`config.mk`:
```
export PLATFORM = sky130hd
export DESIGN_NAME = pes_epb_desc_rx_flat
export DESIGN_NICKNAME = d
export VERILOG_FILES = /design/src/rtl/pes_epb_desc_rx_if.sv /design/src/rtl/pes_epb_desc_rx.sv /design/src/flat_wrapper.sv
export SDC_FILE = /design/constraint.sdc
export NUM_CORES = 1
export LEC_CHECK = 0
export BUFFER_PORTS_ARGS = -buffer_cell sky130_fd_sc_hd__buf_2
export CORE_MARGIN = 5
export CORE_UTILIZATION = 45
export CTS_CLUSTER_DIAMETER = 200
export CTS_CLUSTER_SIZE = 30
export DETAILED_ROUTE_END_ITERATION = 6
export HOLD_SLACK_MARGIN = 0.05
export PLACE_DENSITY = 0.73
export SLEW_MARGIN = 0
export SYNTH_ARGS = -nofsm -noshare
export SYNTH_HDL_FRONTEND = slang
export SYNTH_SLANG_ARGS = --single-unit
```
`constraint.sdc`:
```
create_clock -name cclk -period 7.2 [get_ports cclk]
set_clock_uncertainty 0.05 [all_clocks]
set_input_delay 1.44 -clock cclk [delete_from_list [all_inputs] [get_ports cclk]]
set_output_delay 1.44 -clock cclk [all_outputs]
set_load 0.05 [all_outputs]
```
`src/rtl/pes_epb_desc_rx_if.sv`:
```
// pes_epb_desc_rx_if: EPB descriptor input, scheduler head and status bundle for pes_epb_desc_rx
interface pes_epb_desc_rx_if #(
  parameter int NUM_Q = 8,
  parameter int DEPTH = 16,
  parameter int LEN_W = 14,
  parameter int HDL_W = 20
);
  localparam int QW = $clog2(NUM_Q);
  localparam int BYTE_W = LEN_W + $clog2(DEPTH) + 1;
  logic epb_desc_valid;
  logic [QW-1:0] epb_desc_q;
  logic [LEN_W-1:0] epb_desc_len;
  logic [HDL_W-1:0] epb_desc_handle;
  logic pes_credit_rtn;
  logic sch_pop;
  logic head_valid;
  logic [QW-1:0] head_q;
  logic [LEN_W-1:0] head_len;
  logic [HDL_W-1:0] head_handle;
  logic [NUM_Q-1:0] q_nonempty;
  logic [BYTE_W-1:0] byte_occ;
  logic err_overflow;
  logic err_underflow;
  modport master (
    output epb_desc_valid, epb_desc_q, epb_desc_len, epb_desc_handle, sch_pop,
    input pes_credit_rtn, head_valid, head_q, head_len, head_handle, q_nonempty, byte_occ,
    err_overflow, err_underflow
  );
  modport slave (
    input epb_desc_valid, epb_desc_q, epb_desc_len, epb_desc_handle, sch_pop,
    output pes_credit_rtn, head_valid, head_q, head_len, head_handle, q_nonempty, byte_occ,
    err_overflow, err_underflow
  );
endinterface

```
`src/rtl/pes_epb_desc_rx.sv`:
```
// pes_epb_desc_rx: credit-flow-controlled EPB descriptor FIFO with per-queue and byte occupancy status
module pes_epb_desc_rx #(
  parameter int NUM_Q = 8,
  parameter int DEPTH = 16,
  parameter int LEN_W = 14,
  parameter int HDL_W = 20
) (
  input logic cclk,
  input logic rst_n,
  pes_epb_desc_rx_if.slave bus
);
  localparam int QW = $clog2(NUM_Q);
  localparam int AW = $clog2(DEPTH);
  localparam int CW = $clog2(DEPTH + 1);
  localparam int BYTE_W = LEN_W + AW + 1;
  localparam int DW = QW + LEN_W + HDL_W;
  logic [DW-1:0] mem [DEPTH];
  logic [AW-1:0] wp, rp;
  logic [CW-1:0] occ, owed;
  logic [CW-1:0] cnt [NUM_Q];
  logic [CW-1:0] cnt_nx [NUM_Q];
  logic [NUM_Q-1:0] q_ne;
  logic [BYTE_W-1:0] bocc;
  logic credit, ovf, udf, hv, pop_ok, wr_ok, issue;
  logic [QW-1:0] hq;
  logic [LEN_W-1:0] hl;
  logic [HDL_W-1:0] hh;
  assign hv = occ != '0;
  assign {hq, hl, hh} = mem[rp];
  assign pop_ok = bus.sch_pop & hv;
  // a pop at full frees its slot for a write in the same cycle
  assign wr_ok = bus.epb_desc_valid & ((occ < CW'(DEPTH)) | pop_ok);
  assign issue = owed != '0;
  always_comb
    for (int i = 0; i < NUM_Q; i++)
      cnt_nx[i] = cnt[i] + CW'(wr_ok && bus.epb_desc_q == QW'(i)) - CW'(pop_ok && hq == QW'(i));
  always_ff @(posedge cclk)
    if (wr_ok) mem[wp] <= {bus.epb_desc_q, bus.epb_desc_len, bus.epb_desc_handle};
  always_ff @(posedge cclk) begin
    if (!rst_n) begin
      wp <= '0;
      rp <= '0;
      occ <= '0;
      owed <= CW'(DEPTH);
      credit <= 1'b0;
      bocc <= '0;
      q_ne <= '0;
      ovf <= 1'b0;
      udf <= 1'b0;
      for (int i = 0; i < NUM_Q; i++) cnt[i] <= '0;
    end else begin
      if (wr_ok) wp <= wp + 1'b1;
      if (pop_ok) rp <= rp + 1'b1;
      occ <= occ + CW'(wr_ok) - CW'(pop_ok);
      owed <= owed + CW'(pop_ok) - CW'(issue);
      credit <= issue;
      bocc <= bocc + (wr_ok ? BYTE_W'(bus.epb_desc_len) : '0) - (pop_ok ? BYTE_W'(hl) : '0);
      for (int i = 0; i < NUM_Q; i++) begin
        cnt[i] <= cnt_nx[i];
        q_ne[i] <= cnt_nx[i] != '0;
      end
      ovf <= ovf | (bus.epb_desc_valid & ~wr_ok);
      udf <= udf | (bus.sch_pop & ~hv);
    end
  end
  assign bus.pes_credit_rtn = credit;
  assign bus.head_valid = hv;
  assign bus.head_q = hq;
  assign bus.head_len = hl;
  assign bus.head_handle = hh;
  assign bus.q_nonempty = q_ne;
  assign bus.byte_occ = bocc;
  assign bus.err_overflow = ovf;
  assign bus.err_underflow = udf;
endmodule
```
`src/flat_wrapper.sv`:
```
// flat-port wrapper written by rule: the top's interface ports become plain ports
module pes_epb_desc_rx_flat 
#(
  parameter int NUM_Q = 8,
  parameter int DEPTH = 16,
  parameter int LEN_W = 14,
  parameter int HDL_W = 20
)
  (cclk, rst_n, bus_epb_desc_valid, bus_epb_desc_q, bus_epb_desc_len, bus_epb_desc_handle, bus_sch_pop, bus_pes_credit_rtn, bus_head_valid, bus_head_q, bus_head_len, bus_head_handle, bus_q_nonempty, bus_byte_occ, bus_err_overflow, bus_err_underflow);
  pes_epb_desc_rx_if #(.NUM_Q(NUM_Q), .DEPTH(DEPTH), .LEN_W(LEN_W), .HDL_W(HDL_W)) bus_i ();
  input logic cclk;
  input logic rst_n;
  input wire logic [$bits(bus_i.epb_desc_valid)-1:0] bus_epb_desc_valid;
  input wire logic [$bits(bus_i.epb_desc_q)-1:0] bus_epb_desc_q;
  input wire logic [$bits(bus_i.epb_desc_len)-1:0] bus_epb_desc_len;
  input wire logic [$bits(bus_i.epb_desc_handle)-1:0] bus_epb_desc_handle;
  input wire logic [$bits(bus_i.sch_pop)-1:0] bus_sch_pop;
  output wire logic [$bits(bus_i.pes_credit_rtn)-1:0] bus_pes_credit_rtn;
  output wire logic [$bits(bus_i.head_valid)-1:0] bus_head_valid;
  output wire logic [$bits(bus_i.head_q)-1:0] bus_head_q;
  output wire logic [$bits(bus_i.head_len)-1:0] bus_head_len;
  output wire logic [$bits(bus_i.head_handle)-1:0] bus_head_handle;
  output wire logic [$bits(bus_i.q_nonempty)-1:0] bus_q_nonempty;
  output wire logic [$bits(bus_i.byte_occ)-1:0] bus_byte_occ;
  output wire logic [$bits(bus_i.err_overflow)-1:0] bus_err_overflow;
  output wire logic [$bits(bus_i.err_underflow)-1:0] bus_err_underflow;
  assign bus_i.epb_desc_valid = bus_epb_desc_valid;
  assign bus_i.epb_desc_q = bus_epb_desc_q;
  assign bus_i.epb_desc_len = bus_epb_desc_len;
  assign bus_i.epb_desc_handle = bus_epb_desc_handle;
  assign bus_i.sch_pop = bus_sch_pop;
  assign bus_pes_credit_rtn = bus_i.pes_credit_rtn;
  assign bus_head_valid = bus_i.head_valid;
  assign bus_head_q = bus_i.head_q;
  assign bus_head_len = bus_i.head_len;
  assign bus_head_handle = bus_i.head_handle;
  assign bus_q_nonempty = bus_i.q_nonempty;
  assign bus_byte_occ = bus_i.byte_occ;
  assign bus_err_overflow = bus_i.err_overflow;
  assign bus_err_underflow = bus_i.err_underflow;
  pes_epb_desc_rx #(.NUM_Q(NUM_Q), .DEPTH(DEPTH), .LEN_W(LEN_W), .HDL_W(HDL_W)) u_core (.cclk(cclk), .rst_n(rst_n), .bus(bus_i));
endmodule
```
Word-level counts from Yosys, hierarchy flattened
Memories as Yosys holds them, arrays and structs flattened. A register that Yosys moved wholly into a read port is not among the register bits. Index checks and enable logic that the tools add are counted. W data, S select, Z words.

Logic and storage cells: 111. Input port bits: 41. Memories kept: 2. RAM bits: 632. Register bits: 48.

Reductions and logical operators: 28. Bitwise gates (word level): 17. Eq/ne operators: 14. Multiplexer cells: 16. Add/subtract/negate cells: 24. Order comparisons: 1.

Memories: u_core.mem (words 16, width 37, read ports 1, clocked after memory_dff 1, write ports 1, line pes_epb_desc_rx.sv:17) `logic [DW-1:0] mem [DEPTH];`; u_core.cnt (words 8, width 5, read ports 8, clocked after memory_dff 0, write ports 8, line pes_epb_desc_rx.sv:20) `logic [CW-1:0] cnt [NUM_Q];`.

Operators by type and width (count): $add A5 B1 Y5 (10); $reduce_bool A5 Y1 (10); $sub A5 B1 Y5 (10); $mux W5 (8); $mux W14 (2); $eq A3 B3 Y1 const B (8); $add A19 B19 Y19 (1); $sub A19 B19 Y19 (1); $logic_and A1 B1 Y1 (16); $eq A3 B2 Y1 const B (4); $or A1 B1 Y1 (11); $add A4 B1 Y4 const B (2); $mux W4 (2); $eq A3 B1 Y1 const B (2); $logic_not A3 Y1 (2); $lt A5 B5 Y1 const B (1); $and A1 B1 Y1 (4); $mux W1 (4); $not A1 Y1 (2).

Longest topological paths before layout
Word-level depth: 8. Gate-level depth with buffers: 18.

Worst setup path after synthesis
Ideal clock, no wire load.

Kind: input to register. From: input port bus_sch_pop. To: memory u_core.mem[1][0] in the netlist's numbering, enable pin. Stages on the path: 7. Buffers on the path: 1. Data required time: 6.673 ns. Library setup time: 0.477 ns. Setup slack: 1.925 ns. Arrival: 4.748 ns. Path through: inv_1 nand2_1 nand2_1 inv_1 clkbuf_1 nand2_1 nor3_1.

Cells in the longest elaborated chain, start to end: 5.

RTL lines: from (decl) (line flat_wrapper.sv:17) `input wire logic [$bits(bus_i.sch_pop)-1:0] bus_sch_pop;`; $and A1 B1 Y1 (line pes_epb_desc_rx.sv:30) `assign pop_ok = bus.sch_pop & hv;`; $or A1 B1 Y1 (line pes_epb_desc_rx.sv:32) `assign wr_ok = bus.epb_desc_valid & ((occ < CW'(DEPTH)) | pop_ok);`; $and A1 B1 Y1 (line pes_epb_desc_rx.sv:32); $mux W1 (line pes_epb_desc_rx.sv:38) `if (wr_ok) mem[wp] <= {bus.epb_desc_q, bus.epb_desc_len, bus.epb_desc_handle};`; $mux W1 (not written as such) (line pes_epb_desc_rx.sv:38); to (decl) (line pes_epb_desc_rx.sv:17).

Every way passes these cells.

==> flow_summary.json <==
{
  "r2r_cells": 13,
  "crit_path_start_kind": "flip-flop",
  "crit_chain": "buf_12 -> mux4_2 -> mux4_2 -> and2_1 -> fa_1 -> inv_1 -> ha_1 -> nor3_1 -> nor4_1 -> a211oi_1 -> a21oi_1 -> or3_1 -> a21oi_1",
  "dp.cells": 2453,
  "synth_sequential_area_ratio_pct": 69.4,
  "synth.area.mux_share_pct": 14.9,
  "hold_ws_ns": 0.438,
  "post_cts_buffers": 0,
  "cp_num_buf_inv": 2,
  "min_period_ns": 5.35,
  "cts_tree": "done",
  "nets": 1785,
  "worstHoldPathType": "flip-flop to flip-flop",
  "syn-num-nets": 1680,
  "port_buffers": 108,
  "cp-end-kind": "flip-flop",
  "netlist.area_leader.share_pct": 62.9,
  "cts_hold_buf": 0,
  "clock_latency_ns": 0.62,
  "ir_worst_vdd_mv": 0.201,
  "final_cell_mix": "edfxtp_1 (592), mux4_2 (184), inv_1 (122)",
  "fin_setup_tns_ns": 0,
  "whs_path_depth": 2,
  "seqPwrFrac_pct": 44.9,
  "yosys_warnings": 0,
  "final_cell_area_mm2": 0.0306,
  "dr.first_iter.drc_count": 1318,
  "switchingPower_mw": 3.66,
  "multiInputGateArea_mm2": 0.00797,
  "tightestPinTransition_ns": 1.14,
  "grt_pass1_wl_um": 89200,
  "synthSimpleGateAreaFrac_pct": 4.00,
  "crit_arrival_ns": 5.85,
  "die_area_mm2": 0.0679,
  "core_mm2": 0.0619,
  "die_w_um": 261,
  "synth-async-reset-ratio_pct": 0,
  "synth_enable_flop_cells": 592,
  "grt_max_degree": 70,
  "num-fill-cells": 5037,
  "globalRouteOverflowTotal": 0,
  "start_util_pct": 45.6,
  "placed_area_mm2": 0.0299,
  "seq_area_mm2": 0.0196,
  "cpMaxStageDelayCell": "dfxtp_4",
  "fin_crit_sh_pct": 74.3,
  "final_antenna_net_count": 0,
  "clkTransAtPathRegs_ns": 0.13,
  "worstPathMaxFanout": 43,
  "p_leak_nw": 10.1,
  "mostFrequentLayoutCell": "edfxtp_1",
  "synthXorXnorAreaFrac_pct": 1.74,
  "p_per_area_mw_per_mm2": 346,
  "post-route-drc-count": 0,
  "cts-root-buf": "clkbuf_16",
  "rsz0062_at_grt": "no",
  "row_count": 91,
  "synth_top_flop_cell": "edfxtp_1",
  "final_max_slew_viol_count": 0,
  "comb_power_share_pct": 37.9,
  "yosysTopAreaCell": "edfxtp_1",
  "relSlewSlack_pct": 23.5,
  "wl_um": 58700,
  "place.gp.congestion": 0.836,
  "drive_above_1_share_pct": 22.3,
  "fin_cells": 2494,
  "syn_to_final_growth_pct": 8.24,
  "synth-compound-area-share_pct": 2.15,
  "antenna_found_initial": 3,
  "pre_cts_slack_ns": 1.74,
  "cpLargestDelayFamily": "multiplexers",
  "ios": 109,
  "first_pass_iters": 5,
  "syn_area_mm2": 0.0283,
  "grt_pass1_vias": 14200,
  "synth.area.top_cells": "edfxtp_1 (63%), mux4_2 (15%), dfxtp_1 (6.5%)",
  "clk_path_buf_depth": 3,
  "cp.required_ns": 7.70,
  "drv_cap": 0,
  "status": "complete, no violations",
  "swShare_pct": 34.6,
  "max_freq_mhz": 187,
  "dp_hpwl_um": 34400,
  "routed_via_density": 5.61,
  "numCtsBuffers": 26,
  "clkPwrFrac_pct": 17.2,
  "die_h_um": 261,
  "postSynthCellCount": 1539,
  "grt_usage_pct": 17.2,
  "synth_cell_types": 46,
  "cellInternalPower_mw": 6.93,
  "synth_top_family_by_area": "multiplexers",
  "slowest_delay_ns": 0.90,
  "htree_levels": 1,
  "setup_slack_ns": 1.85,
  "cts.sinks": 684,
  "avgSynthCellArea_um2": 18.4,
  "crit_cells": 13,
  "synthAdderAreaFrac_pct": 5.07,
  "via_count": 14000,
  "cts_resized": 0,
  "ys_ff_latch": 684,
  "worstSetupPathType": "flip-flop to flip-flop",
  "hold_viol": 0,
  "wl_per_cell_um": 23.5,
  "finalSetupViolations": 0
}
==> synthesized netlist by cell type (5+ instances only) <==
library cell  number
ha_1              76
nand3_1            6
nor2_1            77
edfxtp_1         592
and2_1            47
a21oi_1           46
a21o_1            24
xnor2_1           36
o21ai_0           12
nand2_1           41
dfxtp_1           92
mux4_2           184
nand2b_1           9
xor2_1            20
fa_1              24
buf_6              8
buf_1              6
inv_1            122
nor3_1            22
or3_1              5
buf_2             16
clkbuf_1          26
==> registers in the layout (all words and copies together), names as in the netlist, named ones only <==
register	flops
u_core.bus.err_overflow	1
u_core.owed	5
u_core.cnt	40
u_core.bus.err_underflow	1
u_core.rp	4
u_core.bus.q_nonempty	8
u_core.mem	592
u_core.wp	4
u_core.occ	5
u_core.bus.pes_credit_rtn	1
u_core.bus.byte_occ	19
==> worst register-to-register path: cells and delay by family (launching register included) <==
kind	cells	cell delay, ns
adders and majority gates	2	0.84
DFF	1	0.90
AOI/OAI and AO/OA	3	0.90
buffers and inverters	2	0.46
muxes	2	1.12
and+or+nand+nor	4	1.02
==> layout make-up <==
cell class                 instances  area share [%]
clock inverter                     2          0.0818
antenna                            4          0.0327
tap                              837            3.42
sequential                       684            64.2
timing repair buffer             134            2.45
inverter                         123            1.51
clock buffer                      35            2.24
multi-input combinational        675            26.1
==> cell families (layout without fill, tap and decap cells) <==
family	count (synthesis)	count (layout)
AO/OA/AOI/OAI	100	100
XOR/XNOR	56	56
AND/OR/NAND/NOR	231	231
other	0	4
flip-flops	684	684
adder cells (fa/ha/maj)	100	100
buffers and inverters	180	294
multiplexers	188	188
==> routing by layer <==
layer | track usage, % | vias up | part of all wire, %
li1 | - | 6095 | -
met2 | 28.9 | 459 | 50
met4 | 2.77 | 0 | 1.7
met3 | 1.87 | 54 | 5.9
met5 | 0 | - | 0
met1 | 25.1 | 7384 | 43
==> power groups by stage <==
stage                     Sequential (mW)  Clock, mW  Combinational (mW)
final                                4.76       1.82                4.01
after global routing                 4.80       2.00                4.40
after CTS                            4.77       1.85                4.05
after detailed placement             4.86          0                4.02
after global placement               4.85          0                3.93
after floorplan                      4.98          0                3.03
==> stage by stage <==
step	power, mW	util, %
finish	10.6	49.4
global placement	8.78	48.2
floorplan	8.01	-
global route	11.2	49.4
detailed placement	8.88	48.2
CTS	10.7	49.4
==> worst paths after layout <==
check / start / end / slack, ns
worst min-delay path: u_core.bus.err_overflow$_SDFF_PN0_ / u_core.bus.err_overflow$_SDFF_PN0_ / 0.44
worst max-delay path: flip-flop / u_core.bus.byte_occ[18]$_SDFF_PN0_ / 1.85
worst max register to register: flip-flop / u_core.bus.byte_occ[18]$_SDFF_PN0_ / 1.85
worst min register to register: u_core.bus.err_overflow$_SDFF_PN0_ / u_core.bus.err_overflow$_SDFF_PN0_ / 0.44
Power figures use the tool's default switching activity.
